## src/rtl/data_req_queue_pkg.sv

```systemverilog
// Shared encodings and helpers for the pipelined data-memory request queue.
package data_req_queue_pkg;

  localparam logic [1:0] MEMSZ_B = 2'd0;
  localparam logic [1:0] MEMSZ_H = 2'd1;
  localparam logic [1:0] MEMSZ_W = 2'd2;

  localparam logic [1:0] StIdle      = 2'd0;
  localparam logic [1:0] StIssue     = 2'd1;
  localparam logic [1:0] StIssueKill = 2'd2;

  typedef struct packed {
    logic       wr;
    logic [1:0] size;
    logic [1:0] addr_lo;
  } req_meta_t;

  typedef struct packed {
    req_meta_t   meta;
    logic [31:0] rdata;
  } rsp_t;

  function automatic logic calc_ale(input logic [1:0] size, input logic [1:0] addr_lo);
    return ((size == MEMSZ_H) & addr_lo[0]) | ((size == MEMSZ_W) & (addr_lo != 2'b00));
  endfunction

  function automatic logic [3:0] calc_wstrb(input logic wr, input logic [1:0] size,
                                            input logic [1:0] addr_lo);
    logic [3:0] strb;
    case (size)
      MEMSZ_B: strb = 4'b0001 << addr_lo;
      MEMSZ_H: strb = addr_lo[1] ? 4'b1100 : 4'b0011;
      default: strb = 4'b1111;
    endcase
    return wr ? strb : 4'b0000;
  endfunction

  function automatic logic [31:0] align_wdata(input logic [1:0] size, input logic [31:0] wdata);
    logic [31:0] res;
    case (size)
      MEMSZ_B: res = {4{wdata[7:0]}};
      MEMSZ_H: res = {2{wdata[15:0]}};
      default: res = wdata;
    endcase
    return res;
  endfunction

endpackage

```

## src/rtl/data_req_queue_rsp_fifo.sv

```systemverilog
// Small synchronous FIFO with a single-cycle clear; one push and one pop per cycle.
module rsp_fifo #(
  parameter int unsigned WIDTH = 37,
  parameter int unsigned DEPTH = 2
) (
  input  logic             clk_i,
  input  logic             reset_i,
  input  logic             clear_i,
  input  logic             push_i,
  input  logic [WIDTH-1:0] wdata_i,
  input  logic             pop_i,
  output logic [WIDTH-1:0] rdata_o,
  output logic             empty_o
);

  localparam int unsigned PtrW = (DEPTH > 1) ? $clog2(DEPTH) : 1;
  localparam int unsigned CntW = $clog2(DEPTH + 1);
  localparam logic [PtrW-1:0] LastPtr = PtrW'(DEPTH - 1);
  localparam logic [CntW-1:0] FullCnt = CntW'(DEPTH);

  logic [WIDTH-1:0] mem_q [DEPTH];
  logic [PtrW-1:0]  wr_ptr_q, wr_ptr_d, rd_ptr_q, rd_ptr_d;
  logic [CntW-1:0]  cnt_q, cnt_d;
  logic             full, do_push, do_pop;

  assign full    = (cnt_q == FullCnt);
  assign empty_o = (cnt_q == '0);
  assign do_push = push_i & ~full;
  assign do_pop  = pop_i & ~empty_o;
  assign rdata_o = mem_q[rd_ptr_q];

  always_comb begin
    wr_ptr_d = wr_ptr_q;
    rd_ptr_d = rd_ptr_q;
    cnt_d    = cnt_q;
    if (clear_i) begin
      wr_ptr_d = '0;
      rd_ptr_d = '0;
      cnt_d    = '0;
    end else begin
      if (do_push) wr_ptr_d = (wr_ptr_q == LastPtr) ? '0 : wr_ptr_q + 1'b1;
      if (do_pop)  rd_ptr_d = (rd_ptr_q == LastPtr) ? '0 : rd_ptr_q + 1'b1;
      cnt_d = cnt_q + CntW'(do_push) - CntW'(do_pop);
    end
  end

  always_ff @(posedge clk_i) begin
    if (reset_i) begin
      wr_ptr_q <= '0;
      rd_ptr_q <= '0;
      cnt_q    <= '0;
    end else begin
      wr_ptr_q <= wr_ptr_d;
      rd_ptr_q <= rd_ptr_d;
      cnt_q    <= cnt_d;
    end
  end

  always_ff @(posedge clk_i) begin
    if (do_push & ~clear_i) mem_q[wr_ptr_q] <= wdata_i;
  end

endmodule

```

## src/rtl/data_req_queue.sv

```systemverilog
// EXE/MEM data request controller: pipelined SRAM-like issue, in-order responses,
// and flush handling that drains cancelled accesses still on the bus.
module data_req_queue
  import data_req_queue_pkg::*;
#(
  parameter int unsigned ADDR_W      = 32,
  parameter int unsigned OUTSTANDING = 2,
  parameter int unsigned CNT_W       = $clog2(OUTSTANDING + 1)
) (
  input  logic              clk,
  input  logic              reset,
  input  logic              req_valid,
  output logic              req_ready,
  input  logic              req_wr,
  input  logic [1:0]        req_size,
  input  logic [ADDR_W-1:0] req_addr,
  input  logic [31:0]       req_wdata,
  output logic              req_ale,
  input  logic              flush,
  output logic              data_sram_req,
  output logic              data_sram_wr,
  output logic [1:0]        data_sram_size,
  output logic [3:0]        data_sram_wstrb,
  output logic [ADDR_W-1:0] data_sram_addr,
  output logic [31:0]       data_sram_wdata,
  input  logic              data_sram_addr_ok,
  input  logic              data_sram_data_ok,
  input  logic [31:0]       data_sram_rdata,
  output logic              rsp_valid,
  input  logic              rsp_ready,
  output logic [31:0]       rsp_rdata,
  output logic              rsp_wr,
  output logic [1:0]        rsp_size,
  output logic [1:0]        rsp_addr_lo,
  output logic              busy
);

  localparam logic [CNT_W-1:0] MaxOcc = CNT_W'(OUTSTANDING);

  logic [1:0]        state_q, state_d;
  logic [CNT_W-1:0]  occ_q, occ_d, onbus_q, onbus_d, drop_q, drop_d;
  logic              hold_wr_q;
  logic [1:0]        hold_size_q;
  logic [ADDR_W-1:0] hold_addr_q;
  logic [31:0]       hold_wdata_q;

  logic      accept, addr_hs, dok, drop_dok, live_dok, rsp_hs, meta_empty, rsp_empty;
  req_meta_t meta_in, meta_out;
  rsp_t      rsp_in, rsp_out;

  assign req_ale       = calc_ale(req_size, req_addr[1:0]);
  assign data_sram_req = (state_q != StIdle);
  assign addr_hs       = data_sram_req & data_sram_addr_ok;
  assign req_ready     = ~flush & ~req_ale & (occ_q < MaxOcc) &
                         ((state_q == StIdle) | ((state_q == StIssue) & data_sram_addr_ok));
  assign accept        = req_valid & req_ready;

  // A data_ok with nothing on the bus is ignored so onbus can never underflow.
  assign dok      = data_sram_data_ok & ~meta_empty;
  assign drop_dok = dok & (drop_q != '0);
  assign live_dok = dok & (drop_q == '0);
  assign rsp_valid = ~rsp_empty;
  assign rsp_hs    = rsp_valid & rsp_ready;
  assign busy      = (occ_q != '0);

  assign data_sram_wr    = hold_wr_q;
  assign data_sram_size  = hold_size_q;
  assign data_sram_addr  = hold_addr_q;
  assign data_sram_wdata = hold_wdata_q;
  assign data_sram_wstrb = calc_wstrb(hold_wr_q, hold_size_q, hold_addr_q[1:0]);

  always_comb begin
    state_d = state_q;
    case (state_q)
      StIdle:      if (accept) state_d = StIssue;
      StIssue: begin
        if (data_sram_addr_ok) state_d = accept ? StIssue : StIdle;
        else if (flush)        state_d = StIssueKill;
      end
      StIssueKill: if (data_sram_addr_ok) state_d = StIdle;
      default:     state_d = StIdle;
    endcase
  end

  // Flush overrides the incremental update: everything still on the bus becomes dropped.
  always_comb begin
    onbus_d = onbus_q + CNT_W'(addr_hs) - CNT_W'(dok);
    if (flush) begin
      drop_d = onbus_d;
      occ_d  = onbus_d + CNT_W'(state_d == StIssueKill);
    end else begin
      drop_d = drop_q + CNT_W'(addr_hs & (state_q == StIssueKill)) - CNT_W'(drop_dok);
      occ_d  = occ_q + CNT_W'(accept) - CNT_W'(rsp_hs) - CNT_W'(drop_dok);
    end
  end

  always_ff @(posedge clk) begin
    if (reset) begin
      state_q <= StIdle;
      occ_q   <= '0;
      onbus_q <= '0;
      drop_q  <= '0;
    end else begin
      state_q <= state_d;
      occ_q   <= occ_d;
      onbus_q <= onbus_d;
      drop_q  <= drop_d;
    end
  end

  always_ff @(posedge clk) begin
    if (reset) begin
      hold_wr_q    <= 1'b0;
      hold_size_q  <= MEMSZ_B;
      hold_addr_q  <= '0;
      hold_wdata_q <= '0;
    end else if (accept) begin
      hold_wr_q    <= req_wr;
      hold_size_q  <= req_size;
      hold_addr_q  <= req_addr;
      hold_wdata_q <= align_wdata(req_size, req_wdata);
    end
  end

  // Per-access attributes ride alongside the bus so data_ok can be matched in order.
  assign meta_in = '{wr: hold_wr_q, size: hold_size_q, addr_lo: hold_addr_q[1:0]};

  rsp_fifo #(
    .WIDTH($bits(req_meta_t)),
    .DEPTH(OUTSTANDING)
  ) u_meta_fifo (
    .clk_i  (clk),
    .reset_i(reset),
    .clear_i(1'b0),
    .push_i (addr_hs),
    .wdata_i(meta_in),
    .pop_i  (dok),
    .rdata_o(meta_out),
    .empty_o(meta_empty)
  );

  assign rsp_in = '{meta: meta_out, rdata: meta_out.wr ? 32'h0 : data_sram_rdata};

  rsp_fifo #(
    .WIDTH($bits(rsp_t)),
    .DEPTH(OUTSTANDING)
  ) u_rsp_fifo (
    .clk_i  (clk),
    .reset_i(reset),
    .clear_i(flush),
    .push_i (live_dok),
    .wdata_i(rsp_in),
    .pop_i  (rsp_hs),
    .rdata_o(rsp_out),
    .empty_o(rsp_empty)
  );

  assign rsp_rdata   = rsp_out.rdata;
  assign rsp_wr      = rsp_out.meta.wr;
  assign rsp_size    = rsp_out.meta.size;
  assign rsp_addr_lo = rsp_out.meta.addr_lo;

endmodule

```

## config.mk

```make
export PLATFORM = sky130hd
export DESIGN_NAME = data_req_queue
export DESIGN_NICKNAME = d
export VERILOG_FILES = /design/src/rtl/data_req_queue_pkg.sv /design/src/rtl/data_req_queue_rsp_fifo.sv /design/src/rtl/data_req_queue.sv
export SDC_FILE = /design/constraint.sdc
export NUM_CORES = 1
export LEC_CHECK = 0
export BUFFER_PORTS_ARGS = -buffer_cell sky130_fd_sc_hd__buf_4
export CORE_MARGIN = 2
export CORE_UTILIZATION = 51
export DETAILED_ROUTE_END_ITERATION = 7
export PLACE_DENSITY = 0.8
export SLEW_MARGIN = 10
export SYNTH_ARGS = -nofsm -noshare
export SYNTH_HDL_FRONTEND = slang
export SYNTH_SLANG_ARGS = --single-unit
```

## constraint.sdc

```tcl
create_clock -name clk -period 5.9 [get_ports clk]
set_clock_uncertainty 0.15 [all_clocks]
set_input_delay 0 -clock clk [delete_from_list [all_inputs] [get_ports clk]]
set_output_delay 0 -clock clk [all_outputs]
set_load 0.005 [all_outputs]
```

==> summary.txt <==
Status
  – Status: finished clean

Timing
  – RSZ-0062 raised after global routing: no
  – Max_slew headroom: 40.9%
  – Endpoints failing hold: 0
  – Final period utilization: 44.8%
  – Endpoints failing setup: 0
  – Fmax: 0.378 GHz
  – Slew Viols, Final: 0
  – Min Tclk post-route: 2.65 ns
  – Setup TNS: 0 ns
  – Slew @ Worst Pin: 0.887 ns

Finish
  – Fill cells: 839
  – Ant diodes: 0
  – Area Overhead vs Synth: 48.4%
  – Finished Layout Cells: 1,125
  – Multi-input logic area: 0.00262 mm^2
  – Sequential Area: 0.00423 mm^2
  – Proportion of layout cells with a drive suffix above 1: 32.2%
  – # nets final: 1,050

Detailed routing
  – Antenna viol nets, final: 0
  – Drt wl/cell: 17.6 um
  – DRC: 0
  – Via Count: 6,214
  – Pre-antenna DRT Iters: 5
  – Initial DRC count: 557
  – WL final: 19,800 um
  – Vias/cell: 5.52

Place
  – GPL Wtd Cong: 0.894
  – Placed cell count: 980
  – Number of port buffers: 218
  – DP HPWL: 11,800 um

CTS
  – Clk_lat worst skew: 0.41 ns
  – Worst-path clk slew: 0.06 ns
  – Clk sink count: 169
  – CTS max path bufs: 2
  – CTS root buf: clkbuf_16
  – CTS tree: built
  – CTS buffer count: 17
  – Htree depth: 4

Yosys
  – Mean Syn Cell Area: 11.3 um^2
  – Synthesized area: 0.00710 mm^2
  – Netlist cell types: 32
  – Synth Area in Adders: 2.04%
  – Xor/xnor share of the synthesized area: 1.97%
  – Simple-Gate Fraction of Synth Area: 10.9%
  – Number of flops mapped to enable cells by yosys: 84
  – Seq cells post-synth: 169
  – Largest family of logic cells by synthesized area: compound AO/OA/AOI/OAI gates
  – Synth Net Count: 743
  – Proportion of synthesized area in mux cells: 9.34%
  – Sequential-to-total area share from yosys stat: 59.5%
  – Primary FF master, synth: dfxtp_1
  – Ys Warns: 0
  – Compound-Gate Fraction of Synth Area: 12.4%
  – Gate Count Post-Synth: 626
  – Ys async rst share: 0%

Floorplanning
  – Core Box Area: 0.0137 mm^2
  – Die ar.: 0.0149 mm^2
  – Die height: 122 um
  – Initial core utilization: 51.7%
  – Row cnt: 43
  – Die Width: 122 um
  – # IOs: 219

GRT
  – Largest net degree at the start of global routing: 86
  – Vias in the first global route: 6,122
  – Initial antenna violation count: 0
  – First-pass GRT wire length: 30,000 um
  – Overflow after GRT: 0
  – GR Util All Layers: 26.0%

Power and ir drop
  – Pwr/cell area: 306 mW/mm^2
  – Peak VDD IR: 0.000209 V
  – Static leakage power: 4.23 nW

Worst setup path
  – CP required: 6.07 ns
  – WP data arrival: 2.82 ns
  – Worst Path Max Fanout: 53
  – CP Capture Type: flip-flop
  – Critical path class: in -> reg
  – Startpoint type of the worst setup path: input port

Hold path
  – Hold Path Class: in -> reg

Job
  – MaxCap Viol Count: 0
final cells by class:
cell class,instances,share of cell area [%]
flip-flops and latches,169,40.1
repair buffers,337,26.7
multi-input cells,396,24.8
clock buffers,19,4.11
well taps,180,2.14
clock inverters,12,1.67
inverters,12,0.427
worst max-delay path, stage by stage:
cell           delay (ns)
dlygate4sd3_1        0.53
buf_4                0.34
nor2b_1              0.21
a22oi_2              0.10
inv_2                0.58
nor2_4               0.23
ha_1                 0.28
xor2_1               0.16
xnor2_1              0.13
nor2_1               0.05
a211oi_1             0.19
stage by stage:
| stage | hold WS (ns) | setup slack [ns] | util [%] | total power (W) | cell area [um^2] |
|---|---|---|---|---|---|
| after global placement | 0.115 | 3.47 | 64.0 | 0.00200 | 8780 |
| after global routing | 0.121 | 3.06 | 76.8 | 0.00336 | 10500 |
| after detailed placement | 0.124 | 3.41 | 64.0 | 0.00203 | 8780 |
| after floorplan | -0.00230 | 1.77 | - | 0.00177 | 7100 |
| after CTS | 0.0991 | 3.00 | 76.8 | 0.00323 | 10500 |
| final | 0.141 | 3.26 | 76.8 | 0.00322 | 10500 |
final timing paths:
path	startpoint	endpoint	slack (ns)	depth (start not counted)
setup / recovery	req_size[1]	occ_q[1]$_SDFF_PP0_	3.26	11
hold / removal	req_wdata[10]	data_sram_wdata[26]$_SDFFE_PP0P_	0.14	5
setup reg to reg	occ_q[1]$_SDFF_PP0_	data_sram_wdata[13]$_SDFFE_PP0P_	3.31	5
hold reg to reg	data_sram_addr[12]$_SDFFE_PP0P_	data_sram_addr[12]$_SDFFE_PP0P_	0.33	2
Yosys cell counts, drive strengths merged, types with 3 or more instances:
master  count  area share, %
a211oi      9           0.95
a21oi      72            5.1
a311oi      8           0.99
and2       33            2.9
buf        24            1.9
clkbuf     25            1.3
dfxtp      85             24
edfxtp     84             36
ha         10            1.8
inv        12           0.63
mux2       42            6.7
mux2i      19            2.7
nand2      17           0.90
nand2b      4           0.35
nand3      53            3.7
nor2       16           0.95
nor2b       7           0.62
nor3        6           0.42
o21a        3           0.32
o21ai      69            4.9
or2         3           0.26
xnor2       7           0.86
xor2        9            1.1
sequential cells by signal, summed over array words and instances (netlist names), 2 cells and up, named ones only:
register / flops
u_rsp_fifo.mem_q: 74
data_sram_addr: 32
data_sram_wdata: 32
u_meta_fifo.mem_q: 10
data_sram_size: 2
drop_q: 2
occ_q: 2
onbus_q: 2
state_q: 2
u_meta_fifo.cnt_q: 2
u_rsp_fifo.cnt_q: 2
layout by cell type, fill, tap and decap left out, types with 3 or more instances in the layout:
master / instances
mux2i_1: 18
dfxtp_1: 84
inv_1: 11
a311oi_1: 8
ha_1: 10
edfxtp_1: 84
xor2_1: 9
o21a_1: 3
nor2_1: 15
o21ai_0: 69
nor3_1: 5
nand3_1: 53
xnor2_1: 7
dlygate4sd3_1: 114
and2_1: 33
a21oi_1: 72
nand2b_1: 4
bufinv_16: 4
buf_4: 223
a211oi_1: 9
nor2b_1: 7
clkinvlp_4: 4
or2_2: 3
mux2_2: 42
clkbuf_16: 17
nand2_1: 17
layer usage:
| layer | up-vias | part of all wire [%] | GRT usage, % |
|---|---|---|---|
| met5 | - | 0 | 0 |
| met4 | 0 | 3.2 | 11.1 |
| met3 | 54 | 8.9 | 7.91 |
| met2 | 322 | 50 | 45.1 |
| met1 | 2966 | 38 | 29.7 |
| li1 | 2872 | - | - |
logic make-up (layout without fill, tap and decap cells):
kind of cell / Yosys count / count (layout)
AO/OA/AOI/OAI: 162 / 162
flip-flops: 169 / 169
adder cells (fa/ha/maj): 11 / 11
XOR/XNOR: 16 / 16
buffers and inverters: 61 / 380
multiplexers: 61 / 61
AND/OR/NAND/NOR: 146 / 146
what timing repair did:
| item | 4_1_cts | 5_1_grt |
|---|---|---|
| buffers inserted | 0 | 0 |
| hold buffers | 114 | 0 |
| endpoints found under the hold margin | 144 | 0 |
| resized for setup | 0 | 0 |
power breakdown:
part           total [W]  switching (W)  leakage (nW)  internal (W)
combinational   0.000667       0.000321          2.49      0.000346
sequential       0.00141      0.0000581          1.46       0.00136
clock            0.00114       0.000435         0.279      0.000704
Power figures use the tool's default switching activity.
